## src/rtl/wphy_drvr_cal_pkg.sv

```systemverilog
// Shared types and constants for the driver calibration update sequencer.
// Holds the code widths, reset codes, FSM state encoding and the per-slice code bundle.
package wphy_drvr_cal_pkg;

    localparam int PCAL_W = 6;
    localparam int NCAL_W = 5;
    localparam int IMPD_W = 3;
    localparam int OVRD_W = 3;
    localparam int ODT_W  = 2;

    localparam logic [PCAL_W-1:0] PCAL_RST = 6'h20;
    localparam logic [NCAL_W-1:0] NCAL_RST = 5'h10;

    typedef enum logic [2:0] {
        ST_IDLE     = 3'd0,
        ST_FREEZE   = 3'd1,
        ST_SET_PRE  = 3'd2,
        ST_APPLY    = 3'd3,
        ST_SET_POST = 3'd4,
        ST_RELEASE  = 3'd5
    } state_t;

    typedef struct packed {
        logic [PCAL_W-1:0] pcal;
        logic [NCAL_W-1:0] ncal;
        logic [IMPD_W-1:0] impd;
        logic [OVRD_W-1:0] ovrd;
        logic [ODT_W-1:0]  odt;
        logic              ucie;
    } drvr_code_t;

    function automatic drvr_code_t drvr_code_rst();
        drvr_code_t c;
        c.pcal = PCAL_RST;
        c.ncal = NCAL_RST;
        c.impd = {IMPD_W{1'b0}};
        c.ovrd = {OVRD_W{1'b0}};
        c.odt  = {ODT_W{1'b0}};
        c.ucie = 1'b0;
        return c;
    endfunction

endpackage

```

## src/rtl/wphy_drvr_cal_slice_reg.sv

```systemverilog
// Code register for one driver slice: loads a full code bundle on i_load,
// otherwise holds; returns to the reset calibration codes on reset.
module wphy_drvr_cal_slice_reg
    import wphy_drvr_cal_pkg::*;
(
    input  logic       i_clk,
    input  logic       i_rst_n,
    input  logic       i_load,
    input  drvr_code_t i_code,
    output drvr_code_t o_code
);

    drvr_code_t r_code;

    // Slice code register with synchronous reset to the default codes.
    always_ff @(posedge i_clk) begin
        if (!i_rst_n) begin
            r_code <= drvr_code_rst();
        end else if (i_load) begin
            r_code <= i_code;
        end else begin
            r_code <= r_code;
        end
    end

    assign o_code = r_code;

endmodule

```

## src/rtl/wphy_drvr_cal_update_seq.sv

```systemverilog
// Glitch-free driver code update sequencer: freeze targeted slices, settle,
// load new codes, settle, release with a one-cycle ack. Also owns per-slice high-Z.
module wphy_drvr_cal_update_seq
    import wphy_drvr_cal_pkg::*;
#(
    parameter int NUM_CH   = 2,
    parameter int SETTLE_W = 4
) (
    input  logic                     i_clk,
    input  logic                     i_rst_n,
    input  logic                     i_upd_req,
    output logic                     o_upd_ack,
    input  logic [NUM_CH-1:0]        i_upd_ch_mask,
    input  logic [PCAL_W-1:0]        i_upd_pcal,
    input  logic [NCAL_W-1:0]        i_upd_ncal,
    input  logic [IMPD_W-1:0]        i_upd_impd,
    input  logic [OVRD_W-1:0]        i_upd_ovrd,
    input  logic [ODT_W-1:0]         i_upd_odt,
    input  logic                     i_upd_ucie,
    input  logic [SETTLE_W-1:0]      i_settle_cyc,
    input  logic [NUM_CH-1:0]        i_highz_req,
    output logic                     o_busy,
    output logic [NUM_CH-1:0]        o_freeze_n,
    output logic [NUM_CH-1:0]        o_highz_n,
    output logic [NUM_CH*PCAL_W-1:0] o_pcal,
    output logic [NUM_CH*NCAL_W-1:0] o_ncal,
    output logic [NUM_CH*IMPD_W-1:0] o_impd,
    output logic [NUM_CH*OVRD_W-1:0] o_ovrd,
    output logic [NUM_CH*ODT_W-1:0]  o_odt,
    output logic [NUM_CH-1:0]        o_ucie
);

    localparam logic [SETTLE_W-1:0] CNT_ZERO = {SETTLE_W{1'b0}};
    localparam logic [SETTLE_W-1:0] CNT_ONE  = {{(SETTLE_W-1){1'b0}}, 1'b1};

    state_t              r_state;
    state_t              w_next_state;
    logic [SETTLE_W-1:0] r_cnt;
    logic [SETTLE_W-1:0] w_cnt_nxt;
    logic [SETTLE_W-1:0] r_settle;
    logic [NUM_CH-1:0]   r_mask;
    drvr_code_t          r_shadow;
    logic                r_rearm;
    logic                w_rearm_nxt;
    logic                w_latch;
    logic [NUM_CH-1:0]   w_load;
    logic [NUM_CH-1:0]   r_freeze_n;
    logic [NUM_CH-1:0]   w_freeze_n_nxt;
    logic [NUM_CH-1:0]   r_highz_n;
    logic                r_ack;
    logic                w_ack_nxt;
    logic                r_busy;
    drvr_code_t          w_upd_code;
    drvr_code_t          w_code [NUM_CH];

    assign w_upd_code = '{pcal: i_upd_pcal, ncal: i_upd_ncal, impd: i_upd_impd,
                          ovrd: i_upd_ovrd, odt: i_upd_odt, ucie: i_upd_ucie};

    // Next-state, settle counter, freeze and ack decode.
    always_comb begin
        w_next_state   = r_state;
        w_cnt_nxt      = r_cnt;
        w_freeze_n_nxt = r_freeze_n;
        w_ack_nxt      = 1'b0;
        w_load         = {NUM_CH{1'b0}};
        w_latch        = 1'b0;
        w_rearm_nxt    = r_rearm | ~i_upd_req;
        case (r_state)
            ST_IDLE: begin
                if (i_upd_req && r_rearm) begin
                    w_latch     = 1'b1;
                    w_rearm_nxt = 1'b0;
                    if (i_upd_ch_mask == {NUM_CH{1'b0}}) begin
                        w_next_state = ST_RELEASE;
                    end else begin
                        w_next_state = ST_FREEZE;
                    end
                end else begin
                    w_next_state = ST_IDLE;
                end
            end
            ST_FREEZE: begin
                w_freeze_n_nxt = r_freeze_n & ~r_mask;
                w_cnt_nxt      = r_settle;
                if (r_settle == CNT_ZERO) begin
                    w_next_state = ST_APPLY;
                end else begin
                    w_next_state = ST_SET_PRE;
                end
            end
            // The last settle cycle is the one with the counter at 1; a zero
            // settle value bypasses this state entirely.
            ST_SET_PRE: begin
                if (r_cnt != CNT_ZERO) begin
                    w_cnt_nxt = r_cnt - CNT_ONE;
                end else begin
                    w_cnt_nxt = CNT_ZERO;
                end
                if (r_cnt <= CNT_ONE) begin
                    w_next_state = ST_APPLY;
                end else begin
                    w_next_state = ST_SET_PRE;
                end
            end
            ST_APPLY: begin
                w_load    = r_mask;
                w_cnt_nxt = r_settle;
                if (r_settle == CNT_ZERO) begin
                    w_next_state = ST_RELEASE;
                end else begin
                    w_next_state = ST_SET_POST;
                end
            end
            ST_SET_POST: begin
                if (r_cnt != CNT_ZERO) begin
                    w_cnt_nxt = r_cnt - CNT_ONE;
                end else begin
                    w_cnt_nxt = CNT_ZERO;
                end
                if (r_cnt <= CNT_ONE) begin
                    w_next_state = ST_RELEASE;
                end else begin
                    w_next_state = ST_SET_POST;
                end
            end
            ST_RELEASE: begin
                w_freeze_n_nxt = {NUM_CH{1'b1}};
                w_ack_nxt      = 1'b1;
                w_next_state   = ST_IDLE;
            end
            default: begin
                w_freeze_n_nxt = {NUM_CH{1'b1}};
                w_next_state   = ST_IDLE;
            end
        endcase
    end

    // FSM, counter and registered control outputs.
    always_ff @(posedge i_clk) begin
        if (!i_rst_n) begin
            r_state    <= ST_IDLE;
            r_cnt      <= CNT_ZERO;
            r_rearm    <= 1'b1;
            r_freeze_n <= {NUM_CH{1'b1}};
            r_highz_n  <= {NUM_CH{1'b0}};
            r_ack      <= 1'b0;
            r_busy     <= 1'b0;
        end else begin
            r_state    <= w_next_state;
            r_cnt      <= w_cnt_nxt;
            r_rearm    <= w_rearm_nxt;
            r_freeze_n <= w_freeze_n_nxt;
            r_highz_n  <= ~i_highz_req;
            r_ack      <= w_ack_nxt;
            r_busy     <= (w_next_state != ST_IDLE);
        end
    end

    // Shadow copy of the request, so inputs moving mid-update have no effect.
    always_ff @(posedge i_clk) begin
        if (!i_rst_n) begin
            r_mask   <= {NUM_CH{1'b0}};
            r_settle <= CNT_ZERO;
            r_shadow <= drvr_code_rst();
        end else if (w_latch) begin
            r_mask   <= i_upd_ch_mask;
            r_settle <= i_settle_cyc;
            r_shadow <= w_upd_code;
        end else begin
            r_mask   <= r_mask;
            r_settle <= r_settle;
            r_shadow <= r_shadow;
        end
    end

    for (genvar k = 0; k < NUM_CH; k++) begin : g_slice
        wphy_drvr_cal_slice_reg u_slice_reg (
            .i_clk   (i_clk),
            .i_rst_n (i_rst_n),
            .i_load  (w_load[k]),
            .i_code  (r_shadow),
            .o_code  (w_code[k])
        );
        assign o_pcal[k*PCAL_W +: PCAL_W] = w_code[k].pcal;
        assign o_ncal[k*NCAL_W +: NCAL_W] = w_code[k].ncal;
        assign o_impd[k*IMPD_W +: IMPD_W] = w_code[k].impd;
        assign o_ovrd[k*OVRD_W +: OVRD_W] = w_code[k].ovrd;
        assign o_odt[k*ODT_W +: ODT_W]    = w_code[k].odt;
        assign o_ucie[k]                  = w_code[k].ucie;
    end

    assign o_upd_ack  = r_ack;
    assign o_busy     = r_busy;
    assign o_freeze_n = r_freeze_n;
    assign o_highz_n  = r_highz_n;

endmodule

```

## config.mk

```make
export PLATFORM = sky130hd
export DESIGN_NAME = wphy_drvr_cal_update_seq
export DESIGN_NICKNAME = d
export VERILOG_FILES = /design/src/rtl/wphy_drvr_cal_pkg.sv /design/src/rtl/wphy_drvr_cal_slice_reg.sv /design/src/rtl/wphy_drvr_cal_update_seq.sv
export SDC_FILE = /design/constraint.sdc
export NUM_CORES = 1
export LEC_CHECK = 0
export ABC_AREA = 1
export ABC_CLOCK_PERIOD_IN_PS = 2300
export BUFFER_PORTS_ARGS = -buffer_cell sky130_fd_sc_hd__buf_2
export CELL_PAD_IN_SITES_DETAIL_PLACEMENT = 0
export CELL_PAD_IN_SITES_GLOBAL_PLACEMENT = 1
export CORE_MARGIN = 2
export CORE_UTILIZATION = 40
export DETAILED_ROUTE_END_ITERATION = 12
export HOLD_SLACK_MARGIN = 0.03
export PLACE_DENSITY = 0.87
export RECOVER_POWER = 100
export SETUP_SLACK_MARGIN = 0.15
export SYNTH_ARGS = -nofsm -noshare
export SYNTH_HDL_FRONTEND = slang
export SYNTH_SLANG_ARGS = --single-unit
```

## constraint.sdc

```tcl
create_clock -name i_clk -period 2.3 [get_ports i_clk]
set_input_delay 0.345 -clock i_clk [delete_from_list [all_inputs] [get_ports i_clk]]
set_output_delay 0.345 -clock i_clk [all_outputs]
set_load 0.02 [all_outputs]
```

==> results.cfg <==
[sta]
tightest_slew_ns = 1.11
final-hold-violation-count = 0
clock_skew_ns = 0.00785
tns_ns = 0
drv_slew = 0
setup_viol = 0
final.period_utilization_pct = 74.2
period_needed_ns = 1.71
slew_headroom_pct = 25.9
fmax_mhz = 586
fin_ws_ns = 0.593
rsz0062_at_grt = false

[logic_synthesis]
yosys_register_bits = 80
synth.distinct_cells = 19
syn-num-nets = 419
synth_edf_count = 0
synthArstFlopShare_pct = 0
synthesis.area_um2 = 2940
synth.most_common_cell = nor2_1
synth_ff_type = dfxtp_1
ys_warn_count = 0
yosysTopAreaCell = dfxtp_1
syn_area_per_cell_um2 = 7.57
postSynthCellCount = 388
yosysTopAreaCellShare_pct = 54.5
ys_seq_area_share_pct = 54.5
synthTopCellsByCount = nor2_1, dfxtp_1, o21ai_0
synth.area.top_cells = dfxtp_1, nor2_1, o21ai_0, nand2_1, nand3_1

[detailed_routing]
maxUsedRoutingLayer = met5
wl_met3_um = 310
firstDrtPassIters = 4
avgViaCountPerCell = 4.72
num_vias = 2646
drt_iter0_markers = 123
wire_per_inst_um = 12.5
drc = 0
met1_length_mm = 3.38
antenna_left = 0
wl_met2_mm = 3.26
finalWirelength_mm = 7.04

[run]
drv_cap = 0

[setup_path]
critPathMaxFanout = 25
end_kind = flop
critical_path_class = reg -> reg
cp_data_arrival_time_ns = 1.99
rr_worst_depth = 8
cp_data_required_time_ns = 2.58
start_kind = flop

[die]
pin_count = 77
core_area_um2 = 7180
die_y_um = 89.7
die_area_um2 = 8050
start_util_pct = 41.0
std_cell_rows = 31
die_w_um = 89.7

[worst_hold_path]
hp-class = in -> reg
hold_depth = 2

[layout]
layout-drive-gt1-share_pct = 11.0
post-route-util_pct = 48.7
nets = 489
fill_cells = 779
synthToLayoutAreaGrowth_pct = 18.9
antenna_cells = 0

[placement]
hpwl_mm = 4.65
globalplace.congestion = 0.838
numPortBuffers = 76
pre_cts_slack_ns = 0.766

[clocking]
cts_tree = done
cts_buffers = 9
ctsHoldBuffers = 0
clock_path_buffers = 2
clk_pin_slew_ns = 0.08
clock-root-buffer = clkbuf_8
insertion_delay_ns = 0.34
cts_resized = 0
cts_sinks = 80
cts_setup_buffers = 0
cts.htree.levels = 3

[global_route]
grt_pass1_wl_mm = 11.8
grt_pass1_vias = 2451
grt_usage_pct = 17.9
grt_max_degree = 70
antenna_found_initial = 1
overflow = 0

[power_and_ir_drop]
powerDensity_nw_per_um2 = 1080
finalPower_mw = 3.78
leakage_nw = 1.63
irDropWorstVdd_mv = 0.418

[status]
outcome = complete, no violations
-- cell type report --
cell class	instances	area, um2	area share (%)
repair buffers	80	347	9.92
well taps	99	124	3.55
clock inverters	6	85.1	2.44
inverters	20	75.1	2.15
multi-input cells	267	1140	32.6
clock buffers	9	124	3.55
flip-flops and latches	80	1600	45.8
-- worst max-delay path: stages, from the launching register on --
cell,delay [ns]
dfxtp_1,0.35
nor2_1,0.20
nand2_1,0.16
nor2_4,0.12
clkbuf_2,0.43
nand2_1,0.13
nand3_1,0.11
nand2_1,0.05
nand2_1,0.10
-- path summary, 6_finish.rpt --
check / startpoint / to / slack (ns)
setup / recovery: r_state[1]$_SDFF_PN0_ / o_busy$_SDFF_PN0_ / 0.59
hold / removal: i_highz_req[0] / o_highz_n[0]$_SDFF_PN0_ / 0.15
setup reg to reg: r_state[1]$_SDFF_PN0_ / o_busy$_SDFF_PN0_ / 0.59
hold reg to reg: r_rearm$_SDFF_PN1_ / r_rearm$_SDFF_PN1_ / 0.47
-- power breakdown --
group          internal [mW]  total, mW  switching [mW]
Sequential              1.63       1.80           0.169
Clock                  0.601       1.09           0.487
Combinational          0.271      0.898           0.627
-- stage by stage --
step | instance area [um2] | hold WS [ns] | std cells
after floorplan | 2940 | 0.417 | 388
after global placement | 3370 | 0.438 | 546
after detailed placement | 3370 | 0.448 | 546
after CTS | 3580 | 0.138 | 561
after global routing | 3490 | 0.139 | 561
final | 3490 | 0.149 | 561
-- kinds of logic after synthesis --
kind of cell           share of synthesized area (%)
AND/OR/NAND/NOR                                 26.2
flip-flops                                      54.5
AO/OA/AOI/OAI                                   12.8
buffers and inverters                           6.22
XOR/XNOR                                       0.298
-- cell usage in the layout, fill, tap and decap left out, drive strengths merged --
master	Yosys	final
clkinvlp	0	2
bufinv	0	2
nand2	44	44
nor4	1	1
nand3	17	17
o21ai	64	64
a21oi	11	11
dfxtp	80	80
nor2	128	128
clkbuf	8	58
nand4	1	1
xor2	1	1
clkinv	1	3
buf	13	31
inv	19	19
-- metal layers --
| metal | global-route usage [%] | up-vias |
|---|---|---|
| met2 | 27.2 | 62 |
| met3 | 3.94 | 9 |
| met5 | 0 | - |
| met4 | 8.46 | 2 |
| li1 | - | 1366 |
| met1 | 24.1 | 1207 |
-- sequential cells by signal, indices dropped and copies added, names as in the netlist, 2 cells and up --
signal,count
g_slice.u_slice_reg.o_code,40
o_freeze_n,2
o_highz_n,2
r_cnt,4
r_mask,2
r_settle,4
r_shadow,20
r_state,3
No activity file was read; power rests on OpenSTA's default activity.
